$ cat src/rtl/fetch_if.sv
// Fetch-side bus bundle between fetch_ctrl (master) and its memory/decode/redirect environment (slave).
// FETCH_ALIGN_CHECK_EN adds the fetch_exc misaligned-redirect pulse.
interface fetch_if;
   logic        stall;
   logic        br_valid;
   logic [31:0] br_target;
   logic        exc_valid;
   logic [31:0] exc_vector;
   logic        inst_ack;
   logic [31:0] inst_rdata;
   logic        ce;
   logic        inst_req;
   logic [31:0] inst_addr;
   logic [31:0] pc;
   logic        if_valid;
   logic [31:0] if_pc;
   logic [31:0] if_inst;
`ifdef FETCH_ALIGN_CHECK_EN
   logic        fetch_exc;
`endif

   modport master (
`ifdef FETCH_ALIGN_CHECK_EN
      output fetch_exc,
`endif
      input  stall, br_valid, br_target, exc_valid, exc_vector, inst_ack, inst_rdata,
      output ce, inst_req, inst_addr, pc, if_valid, if_pc, if_inst
   );

   modport slave (
`ifdef FETCH_ALIGN_CHECK_EN
      input  fetch_exc,
`endif
      output stall, br_valid, br_target, exc_valid, exc_vector, inst_ack, inst_rdata,
      input  ce, inst_req, inst_addr, pc, if_valid, if_pc, if_inst
   );
endinterface

$ cat src/rtl/fetch_ctrl.sv
// Instruction fetch controller: one outstanding request, redirect with late-ack kill, decode hold.
// Optional macro FETCH_ALIGN_CHECK_EN: misaligned redirect targets raise fetch_exc instead of fetching.
module fetch_ctrl #(
   parameter logic [31:0] RESET_PC = 32'h0000_0000
) (
   input  logic clk,
   input  logic rst,
   fetch_if.master bus
);

   typedef enum logic [1:0] {
      IDLE  = 2'b00,
      FETCH = 2'b01,
      WAIT  = 2'b10,
      HOLD  = 2'b11
   } state_t;

   state_t      state_r, state_s;
   logic [31:0] pc_r, pc_s;
   logic        kill_r, kill_s;
   logic        req_r, req_s;
   logic        if_valid_r, if_valid_s;
   logic [31:0] if_pc_r, if_pc_s;
   logic [31:0] if_inst_r, if_inst_s;
   logic        align_hold_r, align_hold_s;
   logic        redirect_s;
   logic        misalign_s;
   logic        ack_ok_s;
   logic [31:0] target_raw_s;
   logic [31:0] target_s;

   // Redirect target selection, next-state and next-output decode.
   always_comb begin
      state_s      = state_r;
      pc_s         = pc_r;
      kill_s       = kill_r;
      if_valid_s   = if_valid_r;
      if_pc_s      = if_pc_r;
      if_inst_s    = if_inst_r;
      align_hold_s = align_hold_r;

      if (bus.exc_valid) begin
         target_raw_s = bus.exc_vector;
      end else if (bus.br_valid) begin
         target_raw_s = bus.br_target;
      end else begin
         target_raw_s = pc_r;
      end
      redirect_s = bus.exc_valid | bus.br_valid;
`ifdef FETCH_ALIGN_CHECK_EN
      misalign_s = redirect_s & (target_raw_s[1:0] != 2'b00);
      target_s   = target_raw_s;
`else
      misalign_s = 1'b0;
      target_s   = target_raw_s & 32'hFFFF_FFFC;
`endif
      // An ack only belongs to us while our own request is on the bus.
      ack_ok_s = bus.inst_ack & req_r;

      if (redirect_s) begin
         pc_s       = target_s;
         if_valid_s = 1'b0;
         kill_s     = (kill_r | req_r) & ~bus.inst_ack;
         if (misalign_s) begin
            state_s      = HOLD;
            align_hold_s = 1'b1;
         end else begin
            state_s      = FETCH;
            align_hold_s = 1'b0;
         end
      end else begin
         kill_s = kill_r & ~bus.inst_ack;
         if (ack_ok_s) begin
            if_valid_s = 1'b1;
            if_pc_s    = pc_r;
            if_inst_s  = bus.inst_rdata;
         end else if (bus.stall) begin
            if_valid_s = if_valid_r;
         end else begin
            if_valid_s = 1'b0;
         end

         case (state_r)
            IDLE: begin
               state_s = FETCH;
            end
            FETCH, WAIT: begin
               if (ack_ok_s) begin
                  if (bus.stall) begin
                     state_s = HOLD;
                  end else begin
                     state_s = FETCH;
                     pc_s    = pc_r + 32'd4;
                  end
               end else if (kill_r) begin
                  state_s = FETCH;
               end else begin
                  state_s = WAIT;
               end
            end
            HOLD: begin
               if (align_hold_r) begin
                  state_s = HOLD;
               end else if (!bus.stall) begin
                  state_s = FETCH;
                  pc_s    = pc_r + 32'd4;
               end else begin
                  state_s = HOLD;
               end
            end
            default: begin
               state_s = IDLE;
            end
         endcase
      end

      // The request stays down while a killed response is still owed to us.
      req_s = ((state_s == FETCH) | (state_s == WAIT)) & ~kill_s;
   end

   // State and registered-output update with synchronous reset.
   always_ff @(posedge clk) begin
      if (rst) begin
         state_r      <= IDLE;
         pc_r         <= RESET_PC;
         kill_r       <= 1'b0;
         req_r        <= 1'b0;
         if_valid_r   <= 1'b0;
         if_pc_r      <= 32'h0000_0000;
         if_inst_r    <= 32'h0000_0000;
         align_hold_r <= 1'b0;
      end else begin
         state_r      <= state_s;
         pc_r         <= pc_s;
         kill_r       <= kill_s;
         req_r        <= req_s;
         if_valid_r   <= if_valid_s;
         if_pc_r      <= if_pc_s;
         if_inst_r    <= if_inst_s;
         align_hold_r <= align_hold_s;
      end
   end

`ifdef FETCH_ALIGN_CHECK_EN
   logic fetch_exc_r;

   // One-cycle misaligned-redirect pulse.
   always_ff @(posedge clk) begin
      if (rst) begin
         fetch_exc_r <= 1'b0;
      end else begin
         fetch_exc_r <= misalign_s;
      end
   end

   assign bus.fetch_exc = fetch_exc_r;
`endif

   assign bus.ce        = req_r;
   assign bus.inst_req  = req_r;
   assign bus.inst_addr = pc_r;
   assign bus.pc        = pc_r;
   assign bus.if_valid  = if_valid_r;
   assign bus.if_pc     = if_pc_r;
   assign bus.if_inst   = if_inst_r;

endmodule

$ cat src/flat_wrapper.sv
// flat-port wrapper written by rule: the top's interface ports become plain ports
module fetch_ctrl_flat 
#(
   parameter logic [31:0] RESET_PC = 32'h0000_0000
)
  (clk, rst, bus_stall, bus_br_valid, bus_br_target, bus_exc_valid, bus_exc_vector, bus_inst_ack, bus_inst_rdata, bus_ce, bus_inst_req, bus_inst_addr, bus_pc, bus_if_valid, bus_if_pc, bus_if_inst);
  fetch_if bus_i ();
  input  logic clk;
  input  logic rst;
  input wire logic [$bits(bus_i.stall)-1:0] bus_stall;
  input wire logic [$bits(bus_i.br_valid)-1:0] bus_br_valid;
  input wire logic [$bits(bus_i.br_target)-1:0] bus_br_target;
  input wire logic [$bits(bus_i.exc_valid)-1:0] bus_exc_valid;
  input wire logic [$bits(bus_i.exc_vector)-1:0] bus_exc_vector;
  input wire logic [$bits(bus_i.inst_ack)-1:0] bus_inst_ack;
  input wire logic [$bits(bus_i.inst_rdata)-1:0] bus_inst_rdata;
  output wire logic [$bits(bus_i.ce)-1:0] bus_ce;
  output wire logic [$bits(bus_i.inst_req)-1:0] bus_inst_req;
  output wire logic [$bits(bus_i.inst_addr)-1:0] bus_inst_addr;
  output wire logic [$bits(bus_i.pc)-1:0] bus_pc;
  output wire logic [$bits(bus_i.if_valid)-1:0] bus_if_valid;
  output wire logic [$bits(bus_i.if_pc)-1:0] bus_if_pc;
  output wire logic [$bits(bus_i.if_inst)-1:0] bus_if_inst;
  assign bus_i.stall = bus_stall;
  assign bus_i.br_valid = bus_br_valid;
  assign bus_i.br_target = bus_br_target;
  assign bus_i.exc_valid = bus_exc_valid;
  assign bus_i.exc_vector = bus_exc_vector;
  assign bus_i.inst_ack = bus_inst_ack;
  assign bus_i.inst_rdata = bus_inst_rdata;
  assign bus_ce = bus_i.ce;
  assign bus_inst_req = bus_i.inst_req;
  assign bus_inst_addr = bus_i.inst_addr;
  assign bus_pc = bus_i.pc;
  assign bus_if_valid = bus_i.if_valid;
  assign bus_if_pc = bus_i.if_pc;
  assign bus_if_inst = bus_i.if_inst;
  fetch_ctrl #(.RESET_PC(RESET_PC)) u_core (.clk(clk), .rst(rst), .bus(bus_i));
endmodule
$ cat config.mk
export PLATFORM = sky130hd
export DESIGN_NAME = fetch_ctrl_flat
export DESIGN_NICKNAME = d
export VERILOG_FILES = /design/src/rtl/fetch_if.sv /design/src/rtl/fetch_ctrl.sv /design/src/flat_wrapper.sv
export SDC_FILE = /design/constraint.sdc
export NUM_CORES = 1
export LEC_CHECK = 0
export ABC_AREA = 0
export BUFFER_PORTS_ARGS = -buffer_cell sky130_fd_sc_hd__buf_2
export CORE_MARGIN = 2
export CORE_UTILIZATION = 45
export DETAILED_ROUTE_END_ITERATION = 10
export GPL_TIMING_DRIVEN = 0
export HOLD_SLACK_MARGIN = 0.06
export PLACE_DENSITY = 0.78
export SETUP_SLACK_MARGIN = 0.05
export SLEW_MARGIN = 20
export SYNTH_ARGS = -nofsm -noshare
export SYNTH_HDL_FRONTEND = slang
export SYNTH_SLANG_ARGS = --single-unit
$ cat constraint.sdc
create_clock -name clk -period 2.65 [get_ports clk]
set_input_delay 0.53 -clock clk [delete_from_list [all_inputs] [get_ports clk]]
set_output_delay 0.53 -clock clk [all_outputs]
set_load 0.02 [all_outputs]
==> results.tsv, run 1 <==
stage	metric	value	unit
global_routing	initial antenna violation count	0	
worst_setup_path	CP max FO	10	
logic_synthesis	yosys warns	0	
worst_setup_path	crit path launch type	flip-flop	
pwr	switching power	1.045	mW
logic_synthesis	Async SR Flop Fraction	0	
final_layout	Final Util	0.6072	
cts	CTS buffer count	9	
pwr	pwr/cell area	527.0	nW/um2
die	die width	106.9	um
final_layout	fin nets	964	
pwr	clock share of power	0.315	
final_layout	fillers	1001	
sta	Peak Freq	423.1	MHz
worst_setup_path	RR Endpoint	u_core.bus.inst_addr[4]	
cts	CTS tree	yes	
cts	Worst-path clk slew	110	ps
logic_synthesis	area leader, netlist	dfxtp_1	
worst_setup_path	WP buf/inv	2	
final_layout	final instance area	6269	um2
placed_design	Buffers on Ports	218	
routing	drt total wl	15.80	mm
routing	DR vias	5393	
pwr	sequential power share	0.485	
worst_setup_path	Worst path slowest cell	a21boi_1	
sta	Rel. slew slack	0.4263	
placed_design	Inst Count DP	984	
placed_design	HPWL after DPL	11.90	mm
worst_hold_path	worst hold endpoint	u_core.bus.if_inst[6]	
pwr	Gate power share	0.200	
global_routing	Overall Global Routing Usage	0.2667	
logic_synthesis	Post-Synthesis Cell Area	4768	um2
die	core area	10320	um2
logic_synthesis	Yosys top cell area share	0.4072	
logic_synthesis	Synth top cells by count	141 x nand2_1, 97 x dfxtp_1, 93 x a21oi_1, 37 x buf_4, 33 x clkbuf_1	
die	Initial Util	0.4619	
sta	clk_skew	12.33	ps
final_layout	Ant. Diodes	0	
final_layout	Multi-input gate area	2351	um2
worst_setup_path	Worst R2R Setup Slack	290	ps
logic_synthesis	number of enable flip-flop cells after synthesis	0	
pwr	VDD IR max	0.2381	mV
sta	max-slew violation count	0	
worst_setup_path	r2r worst-path depth	7	
sta	Hold Vio Cnt, Final	0	
logic_synthesis	Mapped Avg Cell Area	7.629	um2
sta	Setup violations, final	0	
cts	cts-stage hold buffer count	0	
routing	WL met3	1.486	mm
outcome	status	finished, final reports clean	
routing	M1 wire length	6.698	mm
logic_synthesis	register area share after synthesis	0.4072	
routing	top sig layer	met4	
worst_setup_path	CP Cell Sequence	inv_1 > ha_1 > a21boi_1 > o21a_1 > clkbuf_1 > o21ai_0 > a21oi_1	
worst_hold_path	hold-critical path depth	3	
logic_synthesis	Cells after Synth	625	
final_layout	register area	1942	um2
worst_setup_path	cell depth of the worst setup path	7	
pwr	Sw Share	0.3163	
global_routing	total gr overflow	0	
logic_synthesis	FF+latch count, synth	97	
placed_design	gpl congestion	0.9664	
sta	Period minus WS final	2364	ps
worst_setup_path	CP max stage delay	460	ps
worst_setup_path	Top Family by Delay on Critical Path	compound AO/OA/AOI/OAI gates	
routing	Residual DRC	0	
die	die height	106.9	um
run	max-cap violations	0	
worst_setup_path	Setup Crit Path Kind	flip-flop to flip-flop	
cts	maximum clock insertion buffer count	2	
logic_synthesis	top cells by area, synth	dfxtp_1 41%, nand2_1 11%, a21oi_1 9.8%	
final_layout	Finished Layout Cells	1000	
sta	Least-Margin Pin Slew	851.5	ps
routing	mean routed wirelength per cell	15.80	um
global_routing	first-pass GRT wire length	23.92	mm
sta	PnR worst setup slack	286.5	ps
worst_setup_path	Worst EP required	2960	ps
worst_setup_path	Critical R2R Launch	u_core.state_r[1]	
routing	routed wl met2	7.231	mm
cts	Clock Tree Root	clkbuf_8	
routing	antenna-violating nets left	0	
placed_design	worst slack, placed	-22.41	ps
cts	clk sinks	97	
logic_synthesis	synth unique cells	61	
worst_hold_path	Hold Crit Start	bus_inst_rdata[6]	
sta	RSZ-0062 raised after global routing	false	
cts	CTS H-tree lvls	3	
worst_setup_path	WP data arrival	2670	ps
final_layout	Syn-to-layout area delta	31.46	%
worst_setup_path	CP Capture Type	flip-flop	
global_routing	vias in the first global route	4622	
logic_synthesis	ys flop type	dfxtp_1	
die	io pins	233	
pwr	Int Pwr	2.258	mW
logic_synthesis	most numerous cell in the Yosys netlist	nand2_1	
pwr	leak pwr	2.794	nW
routing	Iter 0 DRT Violations	387	
cts	worst skew pair latency	380	ps
worst_hold_path	HP Class	input port to flip-flop	
routing	router iterations before antenna repair	5	
die	die area	11440	um2
die	# rows	37	
global_routing	largest net degree at the start of global routing	18	
placed_design	DP Area	6048	um2
final_layout	share of post-route cells with drive strength above 1	0.3414	
sta	Final TNS setup	0	ps
sta	period utilization	0.8919	
routing	mean number of vias per cell	5.393	
worst max path at each step:
stage,start,to,slack (ps)
after floorplan,u_core.bus.inst_addr[2],u_core.bus.inst_addr[26],590
after global placement,bus_exc_valid,u_core.bus.if_pc[16],20
after detailed placement,bus_exc_valid,u_core.bus.if_pc[16],-20
after CTS,u_core.bus.inst_addr[2],u_core.bus.inst_addr[26],250
after global routing,u_core.bus.inst_addr[2],u_core.bus.inst_addr[26],110
final,u_core.state_r[1],u_core.bus.inst_addr[4],290
cell usage in the layout, fill, tap and decap left out, types with 3 or more instances in the layout:
cell type and instances:
a21oi_1 93, a222oi_1 3, a22oi_1 6, a31oi_1 6, a41oi_1 3, and3_1 4, buf_1 3, buf_2 226
buf_4 37, clkbuf_1 33, clkbuf_8 10, conb_1 6, dfxtp_1 97, ha_1 3, inv_1 12, mux2i_1 4
nand2_1 141, nand2b_1 5, nand3_1 14, nand4_1 18, nor2_1 22, nor3_1 10, nor4_1 4, o211ai_1 3
o21ai_0 20, o221ai_1 3, o22ai_1 17, o31ai_1 5, or2_2 4, xnor2_1 3, xor2_1 4
cell type report:
cell class              count  area share
clock buffers              10     0.02196
flip-flops and latches     97      0.3098
repair buffers            218      0.1741
clock inverters             6     0.01178
well taps                 136     0.02715
multi-input cells         439      0.3750
plain buffers              82     0.07305
inverters                  12    0.007186
metal layers:
metal	track usage	vias to the layer above
li1	-	2633
met1	0.3615	2446
met2	0.4245	287
met3	0.04073	27
met4	0.1104	0
met5	0	-
tightest hold or removal path: stages:
cell,delay (ps)
buf_2,90
nand2_1,40
a21oi_1,50
power groups by stage:
| stage | Combinational, mW | Sequential (mW) | Clock, mW |
|---|---|---|---|
| final | 0.660 | 1.60 | 1.04 |
| after global placement | 0.647 | 1.63 | 0 |
| after CTS | 0.655 | 1.60 | 1.04 |
| after floorplan | 0.353 | 1.68 | 0 |
| after global routing | 0.710 | 1.61 | 1.11 |
| after detailed placement | 0.653 | 1.63 | 0 |
flip-flops by register name, indices dropped and copies added (netlist names):
name,count
u_core.bus.if_valid,1
u_core.bus.if_inst,32
u_core.kill_r,1
u_core.state_r,2
u_core.bus.if_pc,30
u_core.bus.ce,1
u_core.bus.inst_addr,30
through the flow:
step                      hold slack [ps]  total power, mW
after CTS                           369.6            3.298
after global routing                375.5            3.431
after floorplan                     497.8            2.032
after global placement              438.5            2.282
final                               369.2            3.303
after detailed placement            443.5            2.288
cell families (layout without fill, tap and decap cells):
| kind of cell | Yosys count | count (layout) | share of synthesized area |
|---|---|---|---|
| DFF | 97 | 97 | 0.4072 |
| adders and majority gates | 3 | 3 | 0.007873 |
| xor gates and xnor gates | 7 | 7 | 0.01286 |
| buffers and inverters | 94 | 328 | 0.1055 |
| and+or+nand+nor | 237 | 237 | 0.2270 |
| other | 1 | 6 | 0.0007864 |
| AOI/OAI and AO/OA | 182 | 182 | 0.2304 |
| muxes | 4 | 4 | 0.008397 |
repair_timing:
action                                  CTS  global route
setup buffers                             0             0
endpoints found under the setup margin    0             6
gates resized for setup                   0             2
Power figures use the tool's default switching activity.
==> run 2, diff against run 1 <==
--- a/config.mk
+++ b/config.mk
@@ -7,7 +7,6 @@
 export LEC_CHECK = 0
 export ABC_AREA = 0
 export BUFFER_PORTS_ARGS = -buffer_cell sky130_fd_sc_hd__buf_2
-export CORE_MARGIN = 2
 export CORE_UTILIZATION = 45
 export DETAILED_ROUTE_END_ITERATION = 10
 export GPL_TIMING_DRIVEN = 0
==> constraint.sdc (replaced) <==
create_clock -name clk -period 2.35 [get_ports clk]
set_input_delay 0.47 -clock clk [delete_from_list [all_inputs] [get_ports clk]]
set_output_delay 0.47 -clock clk [all_outputs]
set_load 0.02 [all_outputs]
==> run 2 against run 1 <==
Effect of this change:
- clock-buffer cell count shrank 1
- utilization up 0.43 points
- non-clock buffer count is the same
- combinational power up 13%
- fmax grew 8.3%
- die area shrank 3.7%
- worst setup slack lost 120 ps
- clock skew rose by 3.5 ps
- via count up 0.70%
- worst hold slack got worse by 49 ps
- sequential cell count is the same
- critical path depth unchanged
- critical path type unchanged
- largest cell class unchanged
- highest routed layer unchanged
==> results.tsv, run 2 (synthesis results as in run 1) <==
stage	metric	value	unit	change
outcome	status	finished, final reports clean		
worst_hold_path	HP Class	input port to flip-flop		
global_routing	largest net degree at the start of global routing	19		+1
sta	Least-Margin Pin Slew	665.1	ps	-186.4 ps
routing	antenna-violating nets left	0		unchanged
sta	Rel. slew slack	0.5549		+0.1286
cts	CTS tree	yes		
die	# rows	37		unchanged
cts	worst skew pair latency	370	ps	about the same
placed_design	Buffers on Ports	218		unchanged
final_layout	Syn-to-layout area delta	31.80	%	
pwr	leak pwr	2.834	nW	+1.4%
die	Initial Util	0.4640		+0.002081
cts	clk sinks	97		unchanged
cts	postcts setup bufs	0		unchanged
pwr	pwr/cell area	575.9	nW/um2	+9.3%
pwr	Power Total	3.619	mW	+9.6%
final_layout	Ant. Diodes	0		unchanged
worst_hold_path	Hold Crit Start	bus_inst_rdata[14]		
die	die width	104.9	um	-1.9%
final_layout	register area	1944	um2	+0.13%
worst_setup_path	r2r worst-path depth	7		unchanged
final_layout	max FFs per register	32		unchanged
sta	clk_skew	15.84	ps	+3.510 ps
final_layout	share of post-route cells with drive strength above 1	0.3530		+0.01157
worst_setup_path	CP max FO	10		unchanged
placed_design	HPWL after DPL	11.87	mm	-0.26%
worst_setup_path	Critical R2R Launch	u_core.bus.inst_addr[2]		
routing	mean number of vias per cell	5.431		+0.70%
routing	Iter 0 DRT Violations	460		+19%
worst_setup_path	Worst EP required	2650	ps	-310 ps
global_routing	total gr overflow	0		unchanged
sta	max-slew violation count	0		unchanged
placed_design	Inst Count DP	984		unchanged
final_layout	Multi-input gate area	2386	um2	+1.5%
routing	drt total wl	15.95	mm	+0.95%
worst_setup_path	Setup crit start	u_core.bus.inst_addr[2]		
final_layout	commonest cells after routing, fill and taps aside	226 x buf_2, 141 x nand2_1, 95 x dfxtp_1		
sta	Setup violations, final	0		unchanged
worst_setup_path	CP Capture Type	flip-flop		
final_layout	most common library cell in the layout ignoring fill and taps	buf_2		
worst_setup_path	Worst R2R Setup Slack	170	ps	-120 ps
sta	Peak Freq	458.3	MHz	+8.3%
final_layout	fin nets	964		unchanged
die	die height	104.9	um	-1.9%
global_routing	vias in the first global route	4786		+3.5%
sta	RSZ-0062 raised after global routing	false		
routing	DR vias	5431		+0.70%
cts	CTS H-tree lvls	3		unchanged
sta	Period minus WS final	2182	ps	-181.7 ps
cts	maximum clock insertion buffer count	2		unchanged
run	max-cap violations	0		unchanged
worst_setup_path	end of the critical path	u_core.bus.inst_addr[26]		
cts	Worst-path clk slew	110	ps	about the same
routing	mean routed wirelength per cell	15.95	um	+0.95%
global_routing	initial antenna violation count	0		unchanged
worst_setup_path	RR Endpoint	u_core.bus.inst_addr[26]		
cts	CTS buffer count	9		unchanged
sta	Hold Vio Cnt, Final	0		unchanged
global_routing	first-pass GRT wire length	24.63	mm	+3.0%
final_layout	fillers	1030		+2.9%
die	die area	11010	um2	-3.7%
routing	router iterations before antenna repair	5		unchanged
worst_setup_path	crit path launch type	flip-flop		
worst_setup_path	Setup Crit Path Kind	flip-flop to flip-flop		
cts	cts-stage hold buffer count	0		unchanged
worst_setup_path	WP data arrival	2480	ps	-190 ps
routing	Residual DRC	0		unchanged
sta	period utilization	0.9285		+0.03654
final_layout	Finished Layout Cells	1000		unchanged
die	io pins	233		unchanged
pwr	VDD IR max	0.3066	mV	+29%
cts	Clock Tree Root	clkbuf_8		
placed_design	gpl congestion	0.9620		-0.46%
global_routing	Overall Global Routing Usage	0.2814		+0.01479
die	core area	10280	um2	-0.45%
run 2: cell count changes in the layout (fill, tap and decap cells not counted), moves of 2 or more:
cell / change
dfxtp_1: -2
nor4_4: +2
nor4_2: -2
clkbuf_1: -2
clkbuf_2: +4
dfxtp_2: +2
buf_1: -2
run 2: how the worst min path moves through the flow:
| stage | end | slack (ps) | cells past startpoint |
|---|---|---|---|
| global placement | u_core.bus.if_pc[8] | 440 | 2 |
| detailed placement | u_core.bus.if_pc[10] | 440 | 2 |
| global route | u_core.bus.if_inst[5] | 310 | 3 |
| finish | u_core.bus.if_inst[14] | 320 | 3 |
| CTS | u_core.bus.if_inst[5] | 320 | 3 |
| floorplan | u_core.kill_r | 500 | 2 |
run 2: repair_timing:
item,4_1_cts,5_1_grt
gates resized for setup,3,14
setup endpoints to repair,11,63
gates cloned,0,0
pin swaps,0,0
run 2: cell type report:
cell class              count  share of cell area
clock buffers               9             0.01971
repair buffers            218              0.1736
clock inverters             7            0.009755
inverters                  12            0.007167
flip-flops and latches     97              0.3094
plain buffers              82             0.07366
multi-input cells         439              0.3797
well taps                 136             0.02708
run 2: report_power, final:
group	internal [mW]	switching [mW]	total, mW
sequential	1.71	0.101	1.81
combinational	0.306	0.441	0.748
clock	0.406	0.655	1.06
run 2: stage by stage:
stage                     worst slack (ps)  utilization  TNS [ps]  cell area, um2  hold WS [ps]
after floorplan                      294.0            -         0            4787         497.8
after detailed placement            -257.5       0.5885    -13620            6048         443.0
after global placement              -270.0       0.5885    -14950            6048         439.0
final                                168.1       0.6115         0            6285         320.3
after CTS                            17.47       0.6075         0            6243         315.7
after global routing                 50.92       0.6115         0            6285         313.7
run 2: routing by layer:
metal / routed length, um / GRT usage
met2: 7503 / 0.4626
met5: 0 / 0
met1: 6819 / 0.3727
met3: 1245 / 0.04866
met4: 378 / 0.09457
run 2: critical path: stages (launching register included):
cell and delay, ps:
dfxtp_2 460, ha_1 270, nand4_1 240, nor4_4 410
buf_2 280, nand4b_1 130, a21o_1 200, a21oi_1 130
